--- src/rtl/fifo_rd_packer.sv ---
// rtl/fifo_rd_packer.sv - drains a byte FIFO and packs bytes into WORD_BYTES-wide valid/ready words
// Optional idle flush of partial words is enabled by defining PACKER_TIMEOUT_EN.
module fifo_rd_packer #(
    parameter int WORD_BYTES = 4,
    parameter int TIMEOUT    = 16
) (
    input  logic                    rd_clk,
    input  logic                    rd_rst,
    input  logic                    fifo_empty,
    input  logic [7:0]              fifo_data,
    output logic                    fifo_re,
    output logic [8*WORD_BYTES-1:0] m_data,
    output logic [WORD_BYTES-1:0]   m_keep,
    output logic                    m_valid,
    input  logic                    m_ready
);
    localparam int            CW   = $clog2(WORD_BYTES + 2);
    localparam logic [CW-1:0] FULL = CW'(WORD_BYTES);

    if (WORD_BYTES < 2 || WORD_BYTES > 8 || TIMEOUT < 1) begin : g_param_check
        $error("fifo_rd_packer: WORD_BYTES must be 2..8 and TIMEOUT at least 1");
    end

    logic [CW-1:0]           r_cnt;
    logic                    r_pend;
    logic [8*WORD_BYTES-1:0] r_asm;
    logic [8*WORD_BYTES-1:0] r_m_data;
    logic [WORD_BYTES-1:0]   r_m_keep;
    logic                    r_m_valid;

    logic [CW-1:0]           w_sum;
    logic                    w_out_free;
    logic                    w_xfer;
    logic                    w_flush;
    logic [CW-1:0]           w_cnt_nxt;
    logic [8*WORD_BYTES-1:0] w_asm_nxt;
    logic [8*WORD_BYTES-1:0] w_out_data;
    logic [WORD_BYTES-1:0]   w_out_keep;

    assign w_sum      = r_cnt + CW'(r_pend);
    assign w_out_free = !r_m_valid || m_ready;
    assign w_xfer     = (r_cnt == FULL) && w_out_free;

    // A read that will complete the word is allowed only when the output is free now,
    // which guarantees it is still free when the word fills, so reads never stall.
    assign fifo_re = !rd_rst && !fifo_empty && !w_flush &&
                     ((w_sum < FULL) || ((w_sum == FULL) && w_out_free) || w_xfer);

`ifdef PACKER_TIMEOUT_EN
    localparam int            IW       = $clog2(TIMEOUT + 1);
    localparam logic [IW-1:0] IDLE_MAX = IW'(TIMEOUT);

    logic [IW-1:0]           r_idle;
    logic [WORD_BYTES-1:0]   w_part_keep;
    logic [8*WORD_BYTES-1:0] w_part_data;

    assign w_flush = (r_idle == IDLE_MAX) && w_out_free && !r_pend && (r_cnt != '0);

    always_comb begin
        w_part_keep = '0;
        w_part_data = '0;
        for (int i = 0; i < WORD_BYTES; i++) begin
            w_part_keep[i]        = (CW'(i) < r_cnt);
            w_part_data[8*i +: 8] = w_part_keep[i] ? r_asm[8*i +: 8] : 8'h00;
        end
    end

    always_ff @(posedge rd_clk) begin
        if (rd_rst) begin
            r_idle <= '0;
        end else if (r_pend || w_flush) begin
            r_idle <= '0;
        end else if ((r_cnt != '0) && (r_cnt < FULL) && fifo_empty && (r_idle != IDLE_MAX)) begin
            r_idle <= r_idle + IW'(1);
        end
    end
`else
    assign w_flush = 1'b0;
`endif

    always_comb begin
        w_out_data = r_asm;
        w_out_keep = '1;
`ifdef PACKER_TIMEOUT_EN
        if (!w_xfer) begin
            w_out_data = w_part_data;
            w_out_keep = w_part_keep;
        end
`endif
    end

    always_comb begin
        w_asm_nxt = r_asm;
        w_cnt_nxt = r_cnt;
        if (w_xfer || w_flush) begin
            w_cnt_nxt = '0;
        end
        // A byte arriving alongside a transfer starts the next word at lane 0.
        if (r_pend) begin
            w_asm_nxt[{w_cnt_nxt, 3'b000} +: 8] = fifo_data;
            w_cnt_nxt = w_cnt_nxt + CW'(1);
        end
    end

    always_ff @(posedge rd_clk) begin
        if (rd_rst) begin
            r_cnt     <= '0;
            r_pend    <= 1'b0;
            r_asm     <= '0;
            r_m_data  <= '0;
            r_m_keep  <= '0;
            r_m_valid <= 1'b0;
        end else begin
            r_cnt  <= w_cnt_nxt;
            r_pend <= fifo_re;
            r_asm  <= w_asm_nxt;
            if (w_xfer || w_flush) begin
                r_m_data  <= w_out_data;
                r_m_keep  <= w_out_keep;
                r_m_valid <= 1'b1;
            end else if (m_ready) begin
                r_m_valid <= 1'b0;
            end
        end
    end

    assign m_data  = r_m_data;
    assign m_keep  = r_m_keep;
    assign m_valid = r_m_valid;
endmodule

--- config.mk ---
export PLATFORM = sky130hd
export DESIGN_NAME = fifo_rd_packer
export DESIGN_NICKNAME = d
export VERILOG_FILES = /design/src/rtl/fifo_rd_packer.sv
export SDC_FILE = /design/constraint.sdc
export NUM_CORES = 1
export LEC_CHECK = 0
export ABC_CLOCK_PERIOD_IN_PS = 6600
export BUFFER_PORTS_ARGS = -buffer_cell sky130_fd_sc_hd__buf_4
export CELL_PAD_IN_SITES_DETAIL_PLACEMENT = 0
export CELL_PAD_IN_SITES_GLOBAL_PLACEMENT = 1
export CORE_ASPECT_RATIO = 1.1
export CORE_MARGIN = 4
export CORE_UTILIZATION = 30
export DETAILED_ROUTE_END_ITERATION = 10
export GPL_ROUTABILITY_DRIVEN = 0
export GPL_TIMING_DRIVEN = 0
export HOLD_SLACK_MARGIN = 0.1
export PLACE_DENSITY_LB_ADDON = 0.05
export SYNTH_ARGS = -nofsm -noshare
export SYNTH_HDL_FRONTEND = slang
export SYNTH_SLANG_ARGS = --single-unit
--- constraint.sdc ---
create_clock -name rd_clk -period 6.6 [get_ports rd_clk]
set_input_delay 0.33 -clock rd_clk [delete_from_list [all_inputs] [get_ports rd_clk]]
set_output_delay 0.33 -clock rd_clk [all_outputs]
set_load 0.005 [all_outputs]
# [After elaboration in Yosys (flattened, before gate mapping)]
# Cells that the tools add are included.
[totals] regBits=70 in_bits=12 out_inout_bits=38
[op_classes] magnitude_cmp=1 muxes=5 shift=2 reduce_logical=11 addsub=3 n_eq_ne=2
[op_table] cell="$bwmux 32" count=1
[op_table] cell="$shift 8x8->32 const A" count=1
[op_table] cell="$shiftx 8x8->32" count=1
[op_table] cell="$neg 6->8" count=1
[op_table] cell="$eq 3x3->1 const B" count=2
[op_table] cell="$mux 3" count=2
[op_table] cell="$logic_and 1x1->1" count=4
[op_table] cell="$add 3x1->3" count=1
[op_table] cell="$add 3x1->3 const B" count=1
[op_table] cell="$logic_not 1->1" count=3
[op_table] cell="$logic_or 1x1->1" count=3
[op_table] cell="$lt 3x3->1 const B" count=1
[op_table] cell="$mux 1" count=2
[op_table] cell="$reduce_bool 2->1" count=1

# [Logic depth before layout (Yosys ltp)]
[logic_depth] word_depth=7 ltp_mapped=8

# [Worst setup path after synthesis]
# No wires, ideal clock.
[synth_path] path_type="register to register" startpoint="register r_cnt[1]" endpoint="register r_asm[16]" arrival_ns=2.290 path_buffers=1 period_less_slack_ns=2.362 required_ns=6.528 stages_incl_launch_ff=8 path_slack_ns=4.238 path_cell_list="dfxtp_1 or2_2 clkbuf_1 o21ai_0 ha_1 nand3_1 a2111oi_4 mux2i_1"
[synth_via] elab_chain_cells=6 elab_cells_between_ends=7 classes_between="add/sub: 1; eq/ne: 1; shift: 2; mux: 2; reduce/logical: 1"
[synth_rtl] item="start: declaration" line_no="24" source="logic [CW-1:0] r_cnt;"
[synth_rtl] item="start signal: assignment" line_no="114" source="r_cnt <= w_cnt_nxt;"
[synth_rtl] item="$eq 3x3->1" line_no="42" source="assign w_xfer = (r_cnt == FULL) && w_out_free;"
[synth_rtl] item="$logic_and 1x1->1" line_no="42"
[synth_rtl] item="$mux 3 *" line_no="95" source="if (w_xfer || w_flush) begin"
[synth_rtl] item="$neg 6->8 *" line_no="100" source="w_asm_nxt[{w_cnt_nxt, 3'b000} +: 8] = fifo_data;"
[synth_rtl] item="$shiftx 8x8->32 or $shift 8x8->32 (tied branches)" line_no="100"
[synth_rtl] item="$bwmux 32 *" line_no="100"
[synth_rtl] item="end signal: assignment" line_no="116" source="r_asm <= w_asm_nxt;"
[synth_rtl] item="end: declaration" line_no="26" source="logic [8*WORD_BYTES-1:0] r_asm;"
# Mark *: on every way between the ends. The rest lies on a longest branch, timed or not.
# A chain may end at the register's enable or synchronous reset.

# [Worst setup path in the final report]
[layout_path] startpoint="register r_m_valid, in the netlist m_valid" endpoint="register r_asm[16]"
[layout_via] elab_chain_cells=7 elab_cells_between_ends=8 classes_between="add/sub: 1; shift: 2; mux: 2; reduce/logical: 3"
[layout_rtl] item="start: declaration" line_no="29" source="logic r_m_valid;"
[layout_rtl] item="start signal: assignment" line_no="112" source="r_m_valid <= 1'b0;"
[layout_rtl] item="start signal: assignment" line_no="120" source="r_m_valid <= 1'b1;"
[layout_rtl] item="start signal: assignment" line_no="122" source="r_m_valid <= 1'b0;"
[layout_rtl] item="$logic_not 1->1 *" line_no="41" source="assign w_out_free = !r_m_valid || m_ready;"
[layout_rtl] item="$logic_or 1x1->1 *" line_no="41"
[layout_rtl] item="$logic_and 1x1->1 *" line_no="42"
[layout_rtl] item="$mux 3 *" line_no="95"
[layout_rtl] item="$neg 6->8 *" line_no="100"
[layout_rtl] item="$shiftx 8x8->32 or $shift 8x8->32 (tied branches)" line_no="100"
[layout_rtl] item="$bwmux 32 *" line_no="100"
# Marks and branches as above.

==> flow_metrics.py <==
metrics = {
    "clock_tree": {
        "hold_buffers": 0,
        "ctsResizeCount": 0,
        "insertion_delay_ns": 0.33,
        "cts_tree": "yes",
        "clockBufferDepth": 2,
        "cts_root_buffer": "clkbuf_8",
        "postCtsSetupRepairBufs": 0,
        "h-tree-depth": 3,
        "cts.clk_slew.worst_paths_ns": 0.07,
        "cts_sinks": 70,
        "cts_inserted_buffers": 9,
    },
    "critical_path": {
        "path_max_fanout": 8,
        "worst-setup-path-type": "reg -> reg",
        "critical_path_required_ns": 6.86,
        "cp_cell_sequence": "nor2b_1 > o21ai_0 > ha_1 > nand3_1 > a2111oi_4 > mux2i_1",
        "max_stage_delay_ns": 0.77,
        "arrival_ns": 3.25,
        "critical-path-slowest-cell": "a2111oi_4",
        "startpoint_type": "flop",
        "critPathCaptureType": "flop",
    },
    "yosys": {
        "synth_warnings": 0,
        "synth_area_leaders": "dfxtp_1 (48%), a21oi_1 (10%), nand2_1 (6.3%)",
        "yosysUniqueCellTypes": 35,
        "synth-seq-cells": 70,
        "syn_nets": 362,
        "yosysMostFrequentCell": "dfxtp_1",
        "synth_top_area_share_pct": 48.2,
        "avgSynthCellArea_um2": 8.42,
        "postSynthCellCount": 345,
        "synth_common_cells": "dfxtp_1 (70), a21oi_1 (59), nand2_1 (49)",
        "yosys.area.top_type": "dfxtp_1",
        "synthArstFlopShare_pct": 0,
        "synth_ff_type": "dfxtp_1",
        "syn_area_um2": 2910,
        "synth_edf_count": 0,
        "ys_seq_area_share_pct": 48.2,
    },
    "layout": {
        "diodes": 0,
        "syn2layout_area_growth_pct": 22.8,
        "fin_area_um2": 3570,
        "nets": 421,
        "fillerInstances": 1011,
        "drive_gt1_share_pct": 18.1,
    },
    "pwr": {
        "p_leak_nw": 1.30,
        "power_density_nw_per_um2": 217,
        "peakVddDrop_mv": 0.0939,
    },
    "floorplan": {
        "core_um2": 9400,
        "die_area_um2": 11300,
        "die_h_um": 111,
        "num_rows": 37,
        "die_w_um": 102,
        "io_pins": 50,
        "start_util_pct": 30.9,
    },
    "placed_design": {
        "post-place-ws_ns": 3.62,
        "io_buffer_count": 48,
        "placed_area_um2": 3410,
        "hpwl_um": 6020,
    },
    "sta": {
        "fin_crit_sh_pct": 45.3,
        "layout_setup_ws_ns": 3.61,
        "slew_headroom_pct": 46.8,
        "hold_viol": 0,
        "tightest_slew_ns": 0.798,
        "clock.fmax_mhz": 334,
        "drv_slew": 0,
        "rsz0062_at_grt": "false",
        "fin_crit_ns": 2.99,
        "setup_viol": 0,
        "finalSetupTns_ns": 0,
        "skew_ns": 0.00791,
    },
    "detailed_routing": {
        "via_per_inst": 4.92,
        "drt.antenna.violating_nets": 0,
        "drt_first_pass_iters": 4,
        "drt_iter0_drc": 107,
        "wl_um": 8430,
        "vias": 2585,
        "drt-wirelength-per-cell_um": 16.1,
        "post-route-drc-count": 0,
    },
    "grt": {
        "grt_start_max_net_pins": 12,
        "antenna_found_initial": 0,
        "grt_pass1_wl_um": 14000,
        "grt_pass1_vias": 2627,
        "grt_remaining_overflow": 0,
        "grt.total_usage_pct": 15.7,
    },
    "status": {
        "outcome": "completed",
    },
    "flow_run": {
        "max_cap_violations": 0,
    },
    "min_path": {
        "min_path_type": "in -> reg",
    },
}
-- logic make-up (layout without fill, tap and decap cells) --
group | after synthesis | in the layout | synth area share, %
AND/OR/NAND/NOR | 117 | 117 | 20.7
AO/OA/AOI/OAI | 103 | 103 | 19.5
flip-flops | 70 | 70 | 48.2
buffers and inverters | 38 | 101 | 5.34
multiplexers | 10 | 10 | 3.49
adder cells (fa/ha/maj) | 5 | 5 | 2.15
XOR/XNOR | 2 | 2 | 0.603
-- final timing paths --
| path | startpoint | end | slack [ns] | cells past startpoint |
|---|---|---|---|---|
| worst max-delay path | m_valid$_SDFFE_PP0P_ | r_asm[16]$_SDFFE_PP0P_ | 3.61 | 6 |
| worst min-delay path | fifo_empty | r_pend$_SDFF_PP0_ | 0.16 | 2 |
| worst max register to register | m_valid$_SDFFE_PP0P_ | r_asm[16]$_SDFFE_PP0P_ | 3.61 | 6 |
| worst min register to register | r_asm[26]$_SDFFE_PP0P_ | r_asm[26]$_SDFFE_PP0P_ | 0.46 | 2 |
-- flip-flops by register name (all words and copies together) (netlist names) --
signal   cells
m_data      32
r_cnt        3
m_keep       1
m_valid      1
r_asm       32
r_pend       1
-- cell usage in the layout, fill, tap and decap left out, types with 4 or more instances in the layout --
| cell | count |
|---|---|
| o21ai_0 | 33 |
| nor2b_1 | 9 |
| dfxtp_1 | 70 |
| ha_1 | 5 |
| nand4_1 | 9 |
| clkbuf_1 | 28 |
| a21oi_1 | 59 |
| nand2_1 | 49 |
| clkinv_2 | 4 |
| clkbuf_8 | 9 |
| buf_4 | 51 |
| nand3_1 | 33 |
| nor2_1 | 4 |
| buf_1 | 4 |
| o31ai_1 | 8 |
| mux2i_1 | 9 |
-- per-layer routing --
metal / global-route usage [%] / routed length [um] / vias to the layer above
met5: 0 / 0 / -
met3: 3.52 / 185 / 2
met2: 24.5 / 3930 / 30
met4: 4.20 / 41 / 0
met1: 21.6 / 4270 / 1229
li1: - / - / 1324
-- power breakdown --
group / internal, W / switching (W) / leakage, nW
Combinational: 0.0000196 / 0.0000368 / 0.656
Sequential: 0.000426 / 0.00000293 / 0.564
Clock: 0.000132 / 0.000158 / 0.0817
-- worst max-delay path, delay by kind of cell (launching register included) --
family / cells / cell delay, ns
flops: 1 / 0.42
simple gates: 2 / 0.71
mux: 1 / 0.26
compound gates: 2 / 1.06
fa+ha+maj: 1 / 0.45
-- final cells by class --
class / count / area (um^2) / share of cell area [%]
multi-input cells: 237 / 1350 / 37.8
repair buffers: 48 / 360 / 10.1
clock buffers: 10 / 128 / 3.58
flip-flops and latches: 70 / 1400 / 39.3
clock inverters: 5 / 27.5 / 0.772
inverters: 3 / 11.3 / 0.316
plain buffers: 35 / 144 / 4.03
well taps: 117 / 146 / 4.10
-- stage by stage --
stage / utilization [%] / power, W / cells / hold slack (ns)
after detailed placement: 36.3 / 0.000496 / 510 / 0.449
final: 38.0 / 0.000776 / 525 / 0.156
after CTS: 38.0 / 0.000790 / 525 / 0.140
after floorplan: - / 0.000474 / 345 / 0.402
after global routing: 38.0 / 0.000818 / 525 / 0.127
after global placement: 36.3 / 0.000495 / 510 / 0.443
Power figures use the tool's default switching activity.
